===== config.mk =====
export PLATFORM = sky130hd
export DESIGN_NAME = pc_sequencer
export DESIGN_NICKNAME = d
export VERILOG_FILES = /design/src/rtl/pc_sequencer.sv
export SDC_FILE = /design/constraint.sdc
export NUM_CORES = 1
export LEC_CHECK = 0
export ABC_AREA = 1
export CELL_PAD_IN_SITES_DETAIL_PLACEMENT = 1
export CELL_PAD_IN_SITES_GLOBAL_PLACEMENT = 1
export CORE_ASPECT_RATIO = 0.75
export CORE_MARGIN = 2
export CORE_UTILIZATION = 23
export CTS_CLUSTER_DIAMETER = 30
export DETAILED_ROUTE_END_ITERATION = 12
export GPL_TIMING_DRIVEN = 0
export HOLD_SLACK_MARGIN = 0.05
export PLACE_DENSITY = 0.58
export RECOVER_POWER = 100
export SETUP_SLACK_MARGIN = 0.3
export SLEW_MARGIN = 20
export SYNTH_ARGS = -nofsm -noshare
export SYNTH_HDL_FRONTEND = slang
export SYNTH_SLANG_ARGS = --single-unit
export TNS_END_PERCENT = 5

===== constraint.sdc =====
create_clock -name clk -period 8.8 [get_ports clk]
set_input_delay 1.76 -clock clk [delete_from_list [all_inputs] [get_ports clk]]
set_output_delay 1.76 -clock clk [all_outputs]
set_load 0.1 [all_outputs]

===== src/rtl/pc_sequencer.sv =====
// Program counter and fetch sequencer for the single-cycle MIPS core: next-PC select, stall/halt FSM, pending redirect.
// Optional performance counters (instr_cnt, redirect_cnt) are built only when PC_PERF_CNT_EN is defined.
module pc_sequencer #(
  parameter logic [31:0] RESET_PC = 32'h0000_0000
`ifdef PC_PERF_CNT_EN
  , parameter int unsigned CNT_W = 32
`endif
) (
  input  logic        clk,
  input  logic        rst,
  input  logic        stall,
  input  logic        halt,
  input  logic        resume,
  input  logic        branch,
  input  logic        jr,
  input  logic        jmp,
  input  logic [15:0] imm16,
  input  logic [25:0] target,
  input  logic [31:0] rs_data,
  output logic [31:0] pc,
  output logic [31:0] pc_plus_4,
  output logic        fetch_valid,
  output logic        halted,
  output logic        addr_err
`ifdef PC_PERF_CNT_EN
  , output logic [CNT_W-1:0] instr_cnt,
  output logic [CNT_W-1:0] redirect_cnt
`endif
);

  typedef enum logic [1:0] {RUN, STALL, HALT} state_t;

  state_t      state;
  logic        pend_valid;
  logic [31:0] pend_addr;

  logic [31:0] branch_addr_c;
  logic [31:0] jmp_addr_c;
  logic [31:0] redir_raw_c;
  logic [31:0] redir_addr_c;
  logic        redirect_c;
  logic        redir_mis_c;

  assign pc_plus_4   = pc + 32'd4;
  assign fetch_valid = (state == RUN) && !stall && !rst;

  // Redirect candidate in priority order branch > jr > jmp, word-aligned.
  always_comb begin
    branch_addr_c = pc_plus_4 + {{14{imm16[15]}}, imm16, 2'b00};
    jmp_addr_c    = {pc[31:28], target, 2'b00};
    redirect_c    = branch || jr || jmp;
    if (branch)   redir_raw_c = branch_addr_c;
    else if (jr)  redir_raw_c = rs_data;
    else          redir_raw_c = jmp_addr_c;
    redir_addr_c  = {redir_raw_c[31:2], 2'b00};
    redir_mis_c   = redirect_c && (redir_raw_c[1:0] != 2'b00);
  end

  always_ff @(posedge clk) begin
    if (rst) begin
      pc         <= RESET_PC;
      state      <= RUN;
      pend_valid <= 1'b0;
      pend_addr  <= 32'd0;
      halted     <= 1'b0;
      addr_err   <= 1'b0;
`ifdef PC_PERF_CNT_EN
      instr_cnt    <= '0;
      redirect_cnt <= '0;
`endif
    end else begin
      addr_err <= 1'b0;
`ifdef PC_PERF_CNT_EN
      if (fetch_valid) instr_cnt <= instr_cnt + CNT_W'(1);
`endif
      case (state)
        RUN: begin
          if (halt || stall) begin
            // A redirect arriving with the hold is parked until the core moves again.
            state  <= halt ? HALT : STALL;
            halted <= halt;
            if (redirect_c) begin
              pend_valid <= 1'b1;
              pend_addr  <= redir_addr_c;
              addr_err   <= redir_mis_c;
            end
          end else if (pend_valid) begin
            pc         <= pend_addr;
            pend_valid <= 1'b0;
`ifdef PC_PERF_CNT_EN
            redirect_cnt <= redirect_cnt + CNT_W'(1);
`endif
          end else if (redirect_c) begin
            pc       <= redir_addr_c;
            addr_err <= redir_mis_c;
`ifdef PC_PERF_CNT_EN
            redirect_cnt <= redirect_cnt + CNT_W'(1);
`endif
          end else begin
            pc <= pc_plus_4;
          end
        end
        STALL: begin
          if (halt) begin
            state  <= HALT;
            halted <= 1'b1;
          end else if (stall) begin
            if (redirect_c) begin
              pend_valid <= 1'b1;
              pend_addr  <= redir_addr_c;
              addr_err   <= redir_mis_c;
            end
          end else begin
            // Leaving the stall re-fetches the held pc unless a redirect is parked.
            state <= RUN;
            if (pend_valid) begin
              pc         <= pend_addr;
              pend_valid <= 1'b0;
`ifdef PC_PERF_CNT_EN
              redirect_cnt <= redirect_cnt + CNT_W'(1);
`endif
            end
          end
        end
        HALT: begin
          if (resume) begin
            state      <= RUN;
            halted     <= 1'b0;
            pend_valid <= 1'b0;
            pc         <= pend_valid ? pend_addr : pc_plus_4;
`ifdef PC_PERF_CNT_EN
            if (pend_valid) redirect_cnt <= redirect_cnt + CNT_W'(1);
`endif
          end
        end
        default: state <= RUN;
      endcase
    end
  end

endmodule


==> qor.csv, run 1 <==
metric,value,unit
first_pass_iters,5,
cp-start-kind,input pin,
synth_edf_count,0,
post_cts_resized,0,
slew_headroom,0.126,
cts_inserted_buffers,9,
syn_to_final_growth,31.5,%
path_clk_slew,0.06,ns
cts_hold_buf,0,
gp_congestion,0.869,
leakage,4.66,nW
clock_sink_count,65,
drtIter0Drc,563,
max_freq,175,MHz
critical_path_arrival,3.95,ns
grt_max_degree,20,
clockRootBuffer,clkbuf_16,
port_buffers,144,
cts_htree_levels,3,
cts_tree,yes,
drc,0,
die_w,207,um
drt_wl_total,35.7,mm
rr_startpoint,pc[3],
ir_drop,0.191,mV
period_share,0.649,
pwr-share-comb,0.700,
wire_per_inst,19.8,um
grt.met3_usage,0.0309,
yosys-top-cells-area,"nand2_1, dfxtp_1, inv_1",
hpwlAfterDp,29.8,mm
cp-end-kind,primary output,
track_usage,0.222,
ff2ff_path_depth,21,
cp.required,7.04,ns
yosys_warnings,0,
dp_cells,1788,
cap_violations,0,
switchingPower,1.82,mW
min_to,halted,
grt_overflow,0,
fin_skew,0.00906,ns
io_pins,149,
power_density,315,nW/um^2
busiest_layer,met2,
cts_setup_buffers,0,
start_util,0.234,
seq_area_frac_synth,0.184,
fillCellCount,3952,
drive_gt1_frac,0.0378,
avgSynthCellArea,5.70,um^2
finalSetupTns,0,ns
min_period,5.71,ns
ys_ff_latch,65,
hold_path_class,register to register,
whs_path_depth,2,
num_antenna_cells,0,
nNetsFinal,1521,
antenna_found_initial,0,
finalMaxSlewViolations,0,
worstPathMaxFanout,10,
route.vias.total,8836,
fp-row-count,55,
holdCritStartpoint,halted,
tightest_slew,1.30,ns
postRouteAntennaNets,0,
synthArstFlopShare,0,
clk_path_buf_depth,2,
grt_use_met2,0.345,
ys.flop_type,dfxtp_1,
worstSetupPathType,input pin to primary output,
stdcell_count,1802,
die-area,32200,um^2
grt_util_met1,0.327,
clockPowerShare,0.133,
worstSkewPairLatency,0.35,ns
intPower,1.12,mW
grt_pass1_vias,8832,
synth_top_area_frac,0.194,
p_sw_frac,0.619,
core,30200,um^2
status,completed,
synthCells,1242,
reg2reg_to,pc[29],
ys_types,46,
viasPerCell,4.90,
p_seq_frac,0.167,
rrSetupSlack,4.67,ns
setup_viol,0,
hold_violations,0,
die_h,156,um
rsz0062_at_grt,no,
synth_top_area_cell,nand2_1,
synth_area,7080,um^2
grt_pass1_wl,53.6,mm
placed cells by master, fill, tap and decap left out, drive strengths merged, types with 18 or more instances in the layout:
| cell | count |
|---|---|
| a21oi | 104 |
| a22oi | 27 |
| clkbuf | 40 |
| clkdlybuf4s50 | 78 |
| dfxtp | 65 |
| dlygate4sd3 | 66 |
| ha | 38 |
| inv | 169 |
| nand2 | 373 |
| nand3 | 98 |
| nor2 | 111 |
| o211ai | 20 |
| o21ai | 108 |
| xor2 | 18 |
cell usage after synthesis (6+ instances only):
cell type	instances
inv_1	164
xor2_1	18
a221oi_1	6
o21ai_0	102
buf_2	9
dfxtp_1	65
o211ai_1	20
nand3_1	97
nand3b_1	8
o21ai_1	6
a21oi_1	102
clkbuf_1	30
a211oi_1	6
a22oi_1	27
nor2_1	101
ha_1	38
o21bai_1	6
nor3_1	6
nand2_2	7
nand4_1	8
nand2_1	366
critical path, stage by stage:
cell and delay (ns):
clkdlybuf4s50_1 0.45, clkbuf_1 0.27, nor3_1 0.24, dlygate4sd3_1 1.23
per-stage QoR:
stage	utilization	hold slack [ns]	instance area (um^2)	power, mW	worst slack (ns)
CTS	0.309	0.494	9330	2.98	3.12
finish	0.308	0.486	9310	2.94	3.09
floorplan	-	0.478	7090	1.94	3.00
global route	0.308	0.518	9310	3.12	2.98
global placement	0.299	0.478	9030	2.56	3.09
detailed placement	0.299	0.482	9030	2.58	3.14
power by group through the flow:
stage / sequential (mW) / clock, mW / combinational, mW
after floorplan: 0.779 / 0 / 1.16
after global placement: 0.495 / 0 / 2.07
after detailed placement: 0.496 / 0 / 2.09
after CTS: 0.491 / 0.391 / 2.10
after global routing: 0.501 / 0.401 / 2.22
final: 0.489 / 0.391 / 2.06
cell type report:
type / count / area (um^2) / share of cell area
Multi-Input combinational cell: 960 / 4920 / 0.528
Timing Repair Buffer: 144 / 1440 / 0.155
Sequential cell: 65 / 1300 / 0.140
Inverter: 173 / 649 / 0.0697
Tap cell: 399 / 499 / 0.0536
Clock buffer: 10 / 229 / 0.0246
Buffer: 47 / 203 / 0.0218
Clock inverter: 4 / 70.1 / 0.00752
routing by layer:
metal / up-vias / part of all wire / wire (um)
met3: 25 / 0.054 / 1940
met1: 4200 / 0.51 / 18300
li1: 4368 / - / -
met2: 243 / 0.42 / 15100
met5: - / 0 / 0
met4: 0 / 0.013 / 467
how the worst max path moves through the flow:
stage | from | to | slack (ns) | cells past startpoint
2_1_floorplan | rst | fetch_valid | 3.00 | 2
3_3_place_gp | rst | fetch_valid | 3.09 | 4
3_5_place_dp | rst | fetch_valid | 3.14 | 4
4_1_cts | rst | fetch_valid | 3.12 | 4
5_1_grt | rst | fetch_valid | 2.98 | 4
6_report | rst | fetch_valid | 3.09 | 4
registers in the layout, summed over array words and instances (netlist names):
name,flops
pc,30
pend_addr,30
state,2
addr_err,1
halted,1
pend_valid,1
kinds of logic after synthesis:
| family | after synthesis | share of synthesized area |
|---|---|---|
| compound gates | 282 | 0.226 |
| xor+xnor | 22 | 0.0283 |
| fa+ha+maj | 39 | 0.0700 |
| buf+inv | 220 | 0.120 |
| flops | 65 | 0.184 |
| other cells | 1 | 0.000530 |
| simple gates | 613 | 0.371 |
Note: power is estimated with default switching activity, not from simulation.
==> run 2: changes to the inputs <==
--- a/config.mk
+++ b/config.mk
@@ -15,7 +15,7 @@
 export DETAILED_ROUTE_END_ITERATION = 12
 export GPL_TIMING_DRIVEN = 0
 export HOLD_SLACK_MARGIN = 0.05
-export PLACE_DENSITY = 0.58
+export PLACE_DENSITY = 0.61
 export RECOVER_POWER = 100
 export SETUP_SLACK_MARGIN = 0.3
 export SLEW_MARGIN = 20
==> constraint.sdc (replaced) <==
create_clock -name clk -period 5.2 [get_ports clk]
set_input_delay 1.04 -clock clk [delete_from_list [all_inputs] [get_ports clk]]
set_output_delay 1.04 -clock clk [all_outputs]
set_load 0.1 [all_outputs]
==> run 2 against run 1 <==
  * Register-to-register slack lost 3.6 ns
  * Sequential share of layout area barely moved
  * Clock skew is 0.0037 ns higher
  * Flip-flop and latch count stayed put
  * Sequential power is 69% higher
  * Wire length shrank 1.8%
  * Utilization increased by 0.083 points
  * First-iteration DRC count rose by 27%
  * Final area rose by 0.27%
  * Die area is the same
  * Total power increased by 68%
  * Critical endpoint is now pc_plus_4[22]
  * Largest cell class unchanged
==> qor.csv, run 2 (synthesis results as in run 1) <==
metric,value,unit,change
status,completed,,
io_pins,149,,unchanged
fp-row-count,55,,unchanged
drc,0,,unchanged
max_freq,210,MHz,
drtIter0Drc,714,,+27%
cp.required,4.16,ns,-2.88 ns
cts_htree_levels,3,,unchanged
clockRootBuffer,clkbuf_16,,
clock_sink_count,65,,unchanged
crit_top_cell,nand3_1,,
layout_commonest_cell,nand2_1,,
rsz0062_at_grt,no,,
fin_skew,0.0128,ns,+0.00374 ns
antenna_found_initial,0,,unchanged
die-area,32200,um^2,unchanged
path_cells,ha_1 > nand2_1 > inv_2 > nand3_1 > inv_1 > nand2_2 > nor2_4 > nand3_1 > xor2_2 > dlygate4sd3_1,,
leakage,4.67,nW,+0.10%
grt_overflow,0,,unchanged
worstSetupPathType,register to primary output,,
finalSetupTns,0,ns,unchanged
clk_path_buf_depth,2,,unchanged
grt_max_degree,20,,unchanged
hpwlAfterDp,29.5,mm,-1.2%
pre_cts_ws,0.923,ns,-2.21 ns
ir_drop,0.316,mV,+65%
nNetsFinal,1521,,unchanged
finalMaxSlewViolations,0,,unchanged
cts_hold_buf,0,,unchanged
dp_cells,1788,,unchanged
postRouteAntennaNets,0,,unchanged
switchingPower,3.08,mW,+69%
wire_per_inst,19.5,um,-1.9%
path_delay_family,buffers and inverters,,
gp_congestion,0.878,,+1.0%
die_w,207,um,unchanged
period_share,0.917,,
track_usage,0.220,,-0.00228
slew_headroom,0.0945,,-0.0318
worstPathMaxFanout,5,,-5
p_sw_frac,0.624,,+0.00473
clockPowerShare,0.129,,-0.004
drive_gt1_frac,0.0399,,+0.00208
intPower,1.86,mW,+66%
cp-end-kind,primary output,,
grt_pass1_vias,8877,,+0.51%
power_density,529,nW/um^2,+68%
rrSetupSlack,1.03,ns,-3.64 ns
route.vias.total,8939,,+1.2%
stdcell_count,1804,,+0.11%
cts_tree,yes,,
cp-start-kind,register,,
viasPerCell,4.96,,+1.1%
syn_to_final_growth,31.9,%,
hold_violations,0,,unchanged
setup_viol,0,,unchanged
cp_slowest_cell,dlygate4sd3_1,,
path_clk_slew,0.06,ns,about the same
slowest_delay,1.26,ns,+0.03 ns
post_cts_resized,0,,unchanged
grt_pass1_wl,53.4,mm,-0.32%
core,30200,um^2,unchanged
postLayoutCoreUtil,0.309,,+0.000828
pwr-share-comb,0.704,,+0.004
port_buffers,144,,unchanged
setup_slack,0.431,ns,-2.65 ns
final_cell_mix,"nand2_1, inv_1, o21ai_0, nor2_1, a21oi_1",,
start_util,0.234,,unchanged
num_antenna_cells,0,,unchanged
min_period,4.77,ns,
cts_setup_buffers,0,,unchanged
drt_wl_total,35.1,mm,-1.8%
cap_violations,0,,unchanged
cts_inserted_buffers,9,,unchanged
critical_path_arrival,3.73,ns,-0.22 ns
worstSkewPairLatency,0.35,ns,about the same
cp.buffers_inverters,3,,unchanged
hold_path_class,register to register,,
first_pass_iters,5,,unchanged
tightest_slew,1.35,ns,+0.0473 ns
reg_top3,"pc: 30 flops, pend_addr: 30 flops, state: 2 flops",,
p_seq_frac,0.167,,about the same
die_h,156,um,unchanged
[run 2: cell count changes in the layout (fill, tap and decap cells not counted), moves of 2 or more]
| cell | change |
|---|---|
| xor2_1 | -4 |
| clkdlybuf4s50_1 | +2 |
| clkinv_4 | +3 |
| xor2_2 | +4 |
| dlygate4sd3_1 | -2 |
[run 2: worst paths after layout]
path / startpoint / to / depth (start not counted)
setup reg to reg: pc[2] / pc[29] / 22
setup / recovery: pc[2] / pc_plus_4[22] / 10
hold reg to reg: halted / halted / 2
hold / removal: halted / halted / 2
[run 2: power by group through the flow]
stage	registers [mW]	logic, mW	clock network (mW)
6_report	0.825	3.47	0.638
5_1_grt	0.850	3.75	0.670
4_1_cts	0.831	3.54	0.646
3_5_place_dp	0.839	3.52	0
3_3_place_gp	0.837	3.49	0
2_1_floorplan	1.32	1.97	0
[run 2: per-stage QoR]
step / hold slack, ns / area [um^2] / power (mW)
finish: 0.484 / 9340 / 4.94
global route: 0.533 / 9340 / 5.27
CTS: 0.495 / 9370 / 5.02
detailed placement: 0.482 / 9070 / 4.36
global placement: 0.476 / 9070 / 4.33
floorplan: 0.478 / 7130 / 3.30
[run 2: metal layers]
layer	wire length, um	up-vias	GRT usage
li1	-	4381	-
met1	17800	4295	0.325
met2	14900	238	0.337
met3	2030	25	0.0411
met4	357	0	0.0248
met5	0	-	0
[run 2: worst register-to-register path: cells and delay by family, from the launching register on]
| kind | cells | cell delay, ns |
|---|---|---|
| buffers and inverters | 3 | 0.49 |
| xor gates and xnor gates | 1 | 0.24 |
| DFF | 1 | 0.44 |
| and+or+nand+nor | 15 | 2.22 |
| adders and majority gates | 2 | 0.60 |
| AOI/OAI and AO/OA | 1 | 0.06 |
[run 2: final cells by class]
type	count	area [um^2]
Sequential cell	65	1300
Clock buffer	10	229
Multi-Input combinational cell	960	4950
Buffer	47	203
Tap cell	399	499
Timing Repair Buffer	144	1440
Clock inverter	6	68.8
Fill cell	3963	20900
Inverter	173	649
==> run 3: changes to the inputs <==
--- a/config.mk
+++ b/config.mk
@@ -11,13 +11,14 @@
 export CORE_ASPECT_RATIO = 0.75
 export CORE_MARGIN = 2
 export CORE_UTILIZATION = 23
-export CTS_CLUSTER_DIAMETER = 30
+export CTS_CLUSTER_DIAMETER = 100
 export DETAILED_ROUTE_END_ITERATION = 12
 export GPL_TIMING_DRIVEN = 0
 export HOLD_SLACK_MARGIN = 0.05
-export PLACE_DENSITY = 0.61
+export PLACE_DENSITY = 0.58
 export RECOVER_POWER = 100
 export SETUP_SLACK_MARGIN = 0.3
+export SKIP_CTS_REPAIR_TIMING = 1
 export SLEW_MARGIN = 20
 export SYNTH_ARGS = -nofsm -noshare
 export SYNTH_HDL_FRONTEND = slang
==> constraint.sdc (replaced) <==
create_clock -name clk -period 4.91 [get_ports clk]
set_input_delay 0.982 -clock clk [delete_from_list [all_inputs] [get_ports clk]]
set_output_delay 0.982 -clock clk [all_outputs]
set_load 0.1 [all_outputs]
==> run 3 against run 2 <==
  * Via count decreased by 1.1%
  * Worst hold slack got worse by 0.0031 ns
  * Final cell count about the same
  * Clock skew about the same
  * Largest power group unchanged
  * Critical path depth increased by 1
  * Sequential power increased by 6.5%
==> qor.csv, run 3 (synthesis results as in run 1) <==
metric,value,unit,change
drive_gt1_frac,0.0413,,+0.00145
ir_drop,0.361,mV,+14%
io_pins,149,,unchanged
grt_pass1_wl,53.4,mm,about the same
core,30200,um^2,unchanged
tightest_slew,1.28,ns,-0.0639 ns
clockRootBuffer,clkbuf_16,,
worstPathMaxFanout,5,,unchanged
cts_inserted_buffers,9,,unchanged
rsz0062_at_grt,yes,,
viasPerCell,4.90,,-1.0%
first_pass_iters,5,,unchanged
fp-row-count,55,,unchanged
clk_path_buf_depth,2,,unchanged
slew_headroom,0.137,,+0.0430
power_density,564,nW/um^2,+6.6%
top_layer,met4,,
postLayoutCoreUtil,0.310,,+0.000994
routed-wl-met2,15.0,mm,+0.89%
syn_to_final_growth,32.3,%,
clockPowerShare,0.136,,+0.007
final_cell_mix,"nand2_1, inv_1, o21ai_0, a21oi_1, nor2_1",,
die_w,207,um,unchanged
hold_violations,0,,unchanged
setup_slack,0.311,ns,-0.121 ns
cp-start-kind,register,,
cts_htree_levels,3,,unchanged
timing.hold.ws,0.481,ns,-0.00314 ns
min_period,4.60,ns,
critical_path_arrival,3.62,ns,-0.11 ns
worstSkewPairLatency,0.35,ns,about the same
track_usage,0.222,,+0.00205
postRouteAntennaNets,0,,unchanged
leakage,4.67,nW,about the same
met3RoutedLength,1.71,mm,-16%
pre_cts_ws,0.743,ns,-0.179 ns
finalMaxSlewViolations,0,,unchanged
cts_tree,yes,,
clock_sink_count,65,,unchanged
route.vias.total,8841,,-1.1%
drt_wl_total,35.4,mm,+0.88%
cp.required,3.93,ns,-0.23 ns
grt_overflow,0,,unchanged
nNetsFinal,1521,,unchanged
wire_per_inst,19.6,um,+0.93%
antenna_found_initial,0,,unchanged
hold_path_class,register to register,,
die_h,156,um,unchanged
status,completed,,
die-area,32200,um^2,unchanged
cap_violations,0,,unchanged
num_antenna_cells,0,,unchanged
p_sw_frac,0.616,,-0.00783
wl_met1,18.3,mm,+2.6%
switchingPower,3.25,mW,+5.6%
pwr-share-comb,0.698,,-0.006
start_util,0.234,,unchanged
p_seq_frac,0.166,,about the same
setup_viol,0,,unchanged
drc,0,,unchanged
hpwlAfterDp,29.7,mm,+0.82%
path_clk_slew,0.06,ns,about the same
fin_skew,0.0132,ns,+0.000353 ns
port_buffers,144,,unchanged
reg_top3,"pc: 30 flops, pend_addr: 30 flops, state: 2 flops",,
max_freq,217,MHz,
drtIter0Drc,514,,-28%
grt_pass1_vias,8751,,-1.4%
finalSetupTns,0,ns,unchanged
worstSetupPathType,register to primary output,,
layout_commonest_cell,nand2_1,,
grt_max_degree,20,,unchanged
gp_congestion,0.851,,-3.1%
intPower,2.03,mW,+9.2%
period_share,0.937,,
cp-end-kind,primary output,,
==> run 3: stage by stage <==
stage	power, mW	cell area (um^2)	instances
6_report	5.28	9370	1803
5_1_grt	5.63	9370	1803
2_1_floorplan	3.50	7150	1245
3_5_place_dp	4.64	9090	1788
3_3_place_gp	4.61	9090	1788
4_1_cts	5.37	9410	1803
==> run 3: final cells by class <==
class	count	area [um^2]
inverter	173	649
timing repair buffer	144	1440
buffer	47	203
clock inverter	5	80.1
sequential	65	1300
tap	399	499
clock buffer	10	239
multi-input combinational	960	4960
fill	3927	20800
==> run 3: power by group through the flow <==
stage | Clock (mW) | Sequential (mW) | Combinational, mW
floorplan | 0 | 1.40 | 2.10
global placement | 0 | 0.892 | 3.72
detailed placement | 0 | 0.893 | 3.74
CTS | 0.727 | 0.884 | 3.76
global route | 0.749 | 0.904 | 3.97
finish | 0.717 | 0.879 | 3.68
==> run 3: final timing paths <==
path / start / to / slack (ns) / depth (start not counted)
hold / removal: halted / halted / 0.48 / 2
setup / recovery: pc[3] / pc_plus_4[30] / 0.31 / 11
setup reg to reg: pc[3] / pc[21] / 0.69 / 20
hold reg to reg: halted / halted / 0.48 / 2
==> run 3: critical path, cell delays in order, from the launching register on <==
cell and delay, ns:
dfxtp_1 0.43, ha_1 0.22, nand2_1 0.07, inv_1 0.11
nand3_1 0.26, inv_2 0.19, nand3_1 0.10, nor2_2 0.20
nand2_1 0.13, xor2_1 0.21, inv_1 0.12, dlygate4sd3_1 1.22
==> run 3: per-layer routing <==
layer / global-route usage / vias to the layer above
met5: 0 / -
met4: 0.0354 / 0
met3: 0.0313 / 23
met2: 0.338 / 230
met1: 0.331 / 4206
li1: - / 4382
==> variant 1: new RTL, settings of run 3 <==
Make the reset (`rst`) asynchronous in one clocked block.
--- a/src/rtl/pc_sequencer.sv
+++ b/src/rtl/pc_sequencer.sv
@@ -58,3 +58,3 @@
 
-  always_ff @(posedge clk) begin
+  always_ff @(posedge clk or posedge rst) begin
     if (rst) begin
Behaviour: differs if rst is asserted again (counterexample within 4 cycles, from zero or initial values and one cycle with rst high); with rst held inactive, the same outputs for 4 cycles.
==> variant 1 against run 3 <==
The flow now finishes with violations (capacitance limit, slew limit). Final area grew 1.3%. Setup slack lost 0.088 ns. Register-to-register slack lost 0.09 ns. Sequential cell count is the same. Count of clock-buffer cells in the layout grew 2. Global-route usage is essentially flat. Wire length grew 1.7%. Synthesized area grew 1.7%.
Power is not shown: default switching activity piles up to over one toggle a cycle in this logic, so the estimate is an artifact.
==> variant 1: results (changes against run 3) <==
Post-Synth Adder-Cell Area 6.88% (-0.12 points); status finished with violations; DRT iter0 DRCs 599 (+17%); Final Max Slew Viols 68 (+68); grt met1 use 32.6% (-0.55 points); Largest regs pc (30), pend_addr (30), state (2); WL per Instance 20.7 µm (+5.5%); layout cells sized above 1 6.83% (+2.7 points); first-pass GRT wire length 53,900 µm (+0.96%); Reg2Reg Setup Slack 0.60 ns (-0.09 ns); Clk pin slew, worst setup/hold paths 0.06 ns (about the same); met2 WL post-DR 15,400 µm (+2.5%); MaxCap Viol Count 2 (+2); WL met3 1810 µm (+6.0%); 1st-pass router iterations 5 (unchanged); asr flop ratio synth 100% (+100 points); NumNets Final 1,450 (-4.7%); post-synthesis compound-gate area fraction 18.7% (-3.9 points); Synth Area in XOR/XNOR 3.11% (+0.28 points); Yosys top cell area share 22.6% (+3.2 points); M3 GR Usage 3.03% (-0.10 points); fillers 3,980 (+1.3%); WL met1 18,200 µm (-0.43%); hold slack 0.495 ns (+0.0144 ns); Place WS 0.538 ns (-0.205 ns); Yosys cell types 57 (+24%); top_reg_cell synth dfrtp_1; sequential share of the synthesized area 22.6% (+4.2 points); pin count of the biggest net entering global routing 35 (+75%); Top Layer Used met4; GPL Wtd Cong 0.874 (+2.6%); Worst Max-Slew Pin Slew 2.13 ns (+0.844 ns); DP Area 9250 µm² (+1.7%); CP top delay family buffers and inverters; total vias in the final route 8,575 (-3.0%); Commonest cells post-synth nand2_1, nor2_1, inv_1; # H-tree levels 3 (unchanged); port bufs 144 (unchanged); root buffer cell clkbuf_16; CP peak stage delay 1.15 ns (-0.07 ns); slowest CP cell clkdlybuf4s50_1; Synth area leaders dfrtp_1, nand2_1, nor2_1; Finished Layout Cells 1,739 (-3.5%); DP Wirelength 30,000 µm (+1.1%); post-route setup slack 0.222 ns (-0.0881 ns); Crit Path Max Fanout 4 (-1); failing checks capacitance limit, slew limit; Worst-Skew Late Latency 0.35 ns (about the same); Critical Path AT 3.71 ns (+0.09 ns); initial antenna violation count 0 (unchanged); GR Util met2 34.5% (+0.72 points); Syn Area/Cell 6.16 µm² (+8.0%); All-Layer GR Usage 22.2% (+0.024 points); clk_skew 0.00855 ns (-0.00460 ns); total CTS buffers 9 (unchanged)
## variant 1: worst paths after layout
| path | cells after the start | from | endpoint |
|---|---|---|---|
| max | 13 | pc[2] | pc_plus_4[20] |
| min | 2 | pend_addr[6] | pend_addr[6] |
| max reg2reg | 27 | pc[2] | pc[26] |
| min reg2reg | 2 | pend_addr[6] | pend_addr[6] |
| max in group asynchronous | 3 | rst | pend_addr[18] |
| min in group asynchronous | 2 | rst | addr_err |
## variant 1: cell type report
| type | instances | area, µm² | area share, % |
|---|---|---|---|
| buffer | 42 | 243 | 2.56 |
| sequential | 65 | 1630 | 17.1 |
| clock inverter | 3 | 40.0 | 0.422 |
| tap | 406 | 508 | 5.35 |
| timing repair buffer | 145 | 1440 | 15.2 |
| clock buffer | 12 | 256 | 2.70 |
| inverter | 140 | 529 | 5.57 |
| multi-input combinational | 926 | 4850 | 51.1 |
==> variant 2: new RTL, flow settings as in run 3 <==
Without the edit above. Build with the macro `PC_PERF_CNT_EN` defined.
--- a/src/rtl/pc_sequencer.sv
+++ b/src/rtl/pc_sequencer.sv
@@ -2,2 +2,4 @@
 // Optional performance counters (instr_cnt, redirect_cnt) are built only when PC_PERF_CNT_EN is defined.
+`define PC_PERF_CNT_EN
+
 module pc_sequencer #(
Check against the original RTL (old outputs only; new: instr_cnt and redirect_cnt): equivalent (equiv_simple and equiv_induct, registers matched by name and starting in step).
==> variant 2 against run 3 <==
Wire length rose by 43%. Setup slack worse by 0.075 ns. Sequential cell count grew 64. Sequential power is 65% higher. Clock power is 90% higher. Maximum frequency is 1.6% lower. Synthesized area up 45%. Power grew 26%. Final area increased by 45%. Final cell count rose by 40%.
==> variant 2: results (changes against run 3) <==
GPL Wtd Cong 0.889 (+4.4%); Lkg Pwr 6.13 nW (+31%); maximum clock path buffer count 2 (unchanged); layout cells sized above 1 3.61% (-0.52 points); FF-to-FF path depth 21 (+5.0%); Commonest cells post-synth nand2_1, inv_1, nor2_1; DP Wirelength 42,300 µm (+43%); All-Layer GR Usage 21.9% (-0.23 points); CP top delay family buffers and inverters; Synth area leaders dfxtp_1, nand2_1, inv_1; GR Util met2 32.3% (-1.5 points); total CTS buffers 17 (+8); NumNets Final 2,049 (+35%); Post-Route WL 50,800 µm (+43%); # H-tree levels 4 (+1); M3 GR Usage 3.90% (+0.77 points); root buffer cell clkbuf_16; pin count of the biggest net entering global routing 18 (-10%); DP Area 13,200 µm² (+45%); grt met1 use 33.4% (+0.23 points); Setup crit start stall; Worst Max-Slew Pin Slew 1.42 ns (+0.139 ns); initial antenna violation count 0 (unchanged); WL met1 26,000 µm (+42%); Worst-Skew Late Latency 0.45 ns (+0.10 ns); port bufs 208 (+44%); first-pass GRT wire length 76,800 µm (+44%); Crit Path Max Fanout 6 (+1); slowest CP cell dlygate4sd3_1; Clk. pwr 1.36 mW (+90%); CP peak stage delay 1.31 ns (+0.09 ns); Largest regs instr_cnt (32), redirect_cnt (32); Post-Place Cells 2,495 (+40%); RR Endpoint pc[26]; Place WS 0.350 ns (-0.394 ns); clk_skew 0.0201 ns (+0.00691 ns); Via density 4.89 (-0.35%); sequential share of the synthesized area 25.1% (+6.7 points); hold path start redirect_cnt[8]; Yosys cell types 50 (+8.7%); Total Power 6.66 mW (+26%); Hold Path Class flop to flop; Syn Area/Cell 6.05 µm² (+6.2%); status finished, final reports clean; Hold EP redirect_cnt[8]; R2R Path Start pc[2]; met2 WL post-DR 21,300 µm (+41%); Int Power 2.92 mW (+44%); vias in the first global route 12,444 (+42%); Critical Path AT 3.69 ns (+0.07 ns); fin crit period 4.67 ns (+0.0754 ns); Reg2Reg Setup Slack 0.44 ns (-0.25 ns); worst setup path endpoint fetch_valid; WL met3 3030 µm (+77%); maximum vdd drop 0.407 mV (+13%); DRT iter0 DRCs 937 (+82%); seq pwr 1.45 mW (+65%)
## variant 2: metrics by stage
stage / setup TNS [ns] / hold slack, ns
floorplan: 0 / 0.470
global placement: 0 / 0.495
detailed placement: 0 / 0.505
CTS: -0.0681 / 0.518
global route: 0 / 0.536
finish: 0 / 0.508
## variant 2: cell families after synthesis
| group | after synthesis | synth area share (%) |
|---|---|---|
| other cells | 1 | 0.0365 |
| fa+ha+maj | 39 | 4.82 |
| xor+xnor | 48 | 4.09 |
| buf+inv | 289 | 10.7 |
| compound gates | 333 | 18.2 |
| flops | 129 | 25.1 |
| simple gates | 859 | 37.0 |
## variant 2: layout make-up
type | instances | area, µm²
Clock buffer | 19 | 443
Clock inverter | 13 | 161
Buffer | 56 | 228
Timing Repair Buffer | 208 | 2000
Inverter | 233 | 882
Sequential cell | 129 | 2590
Tap cell | 586 | 733
Fill cell | 5756 | 30800
Multi-Input combinational cell | 1283 | 6550
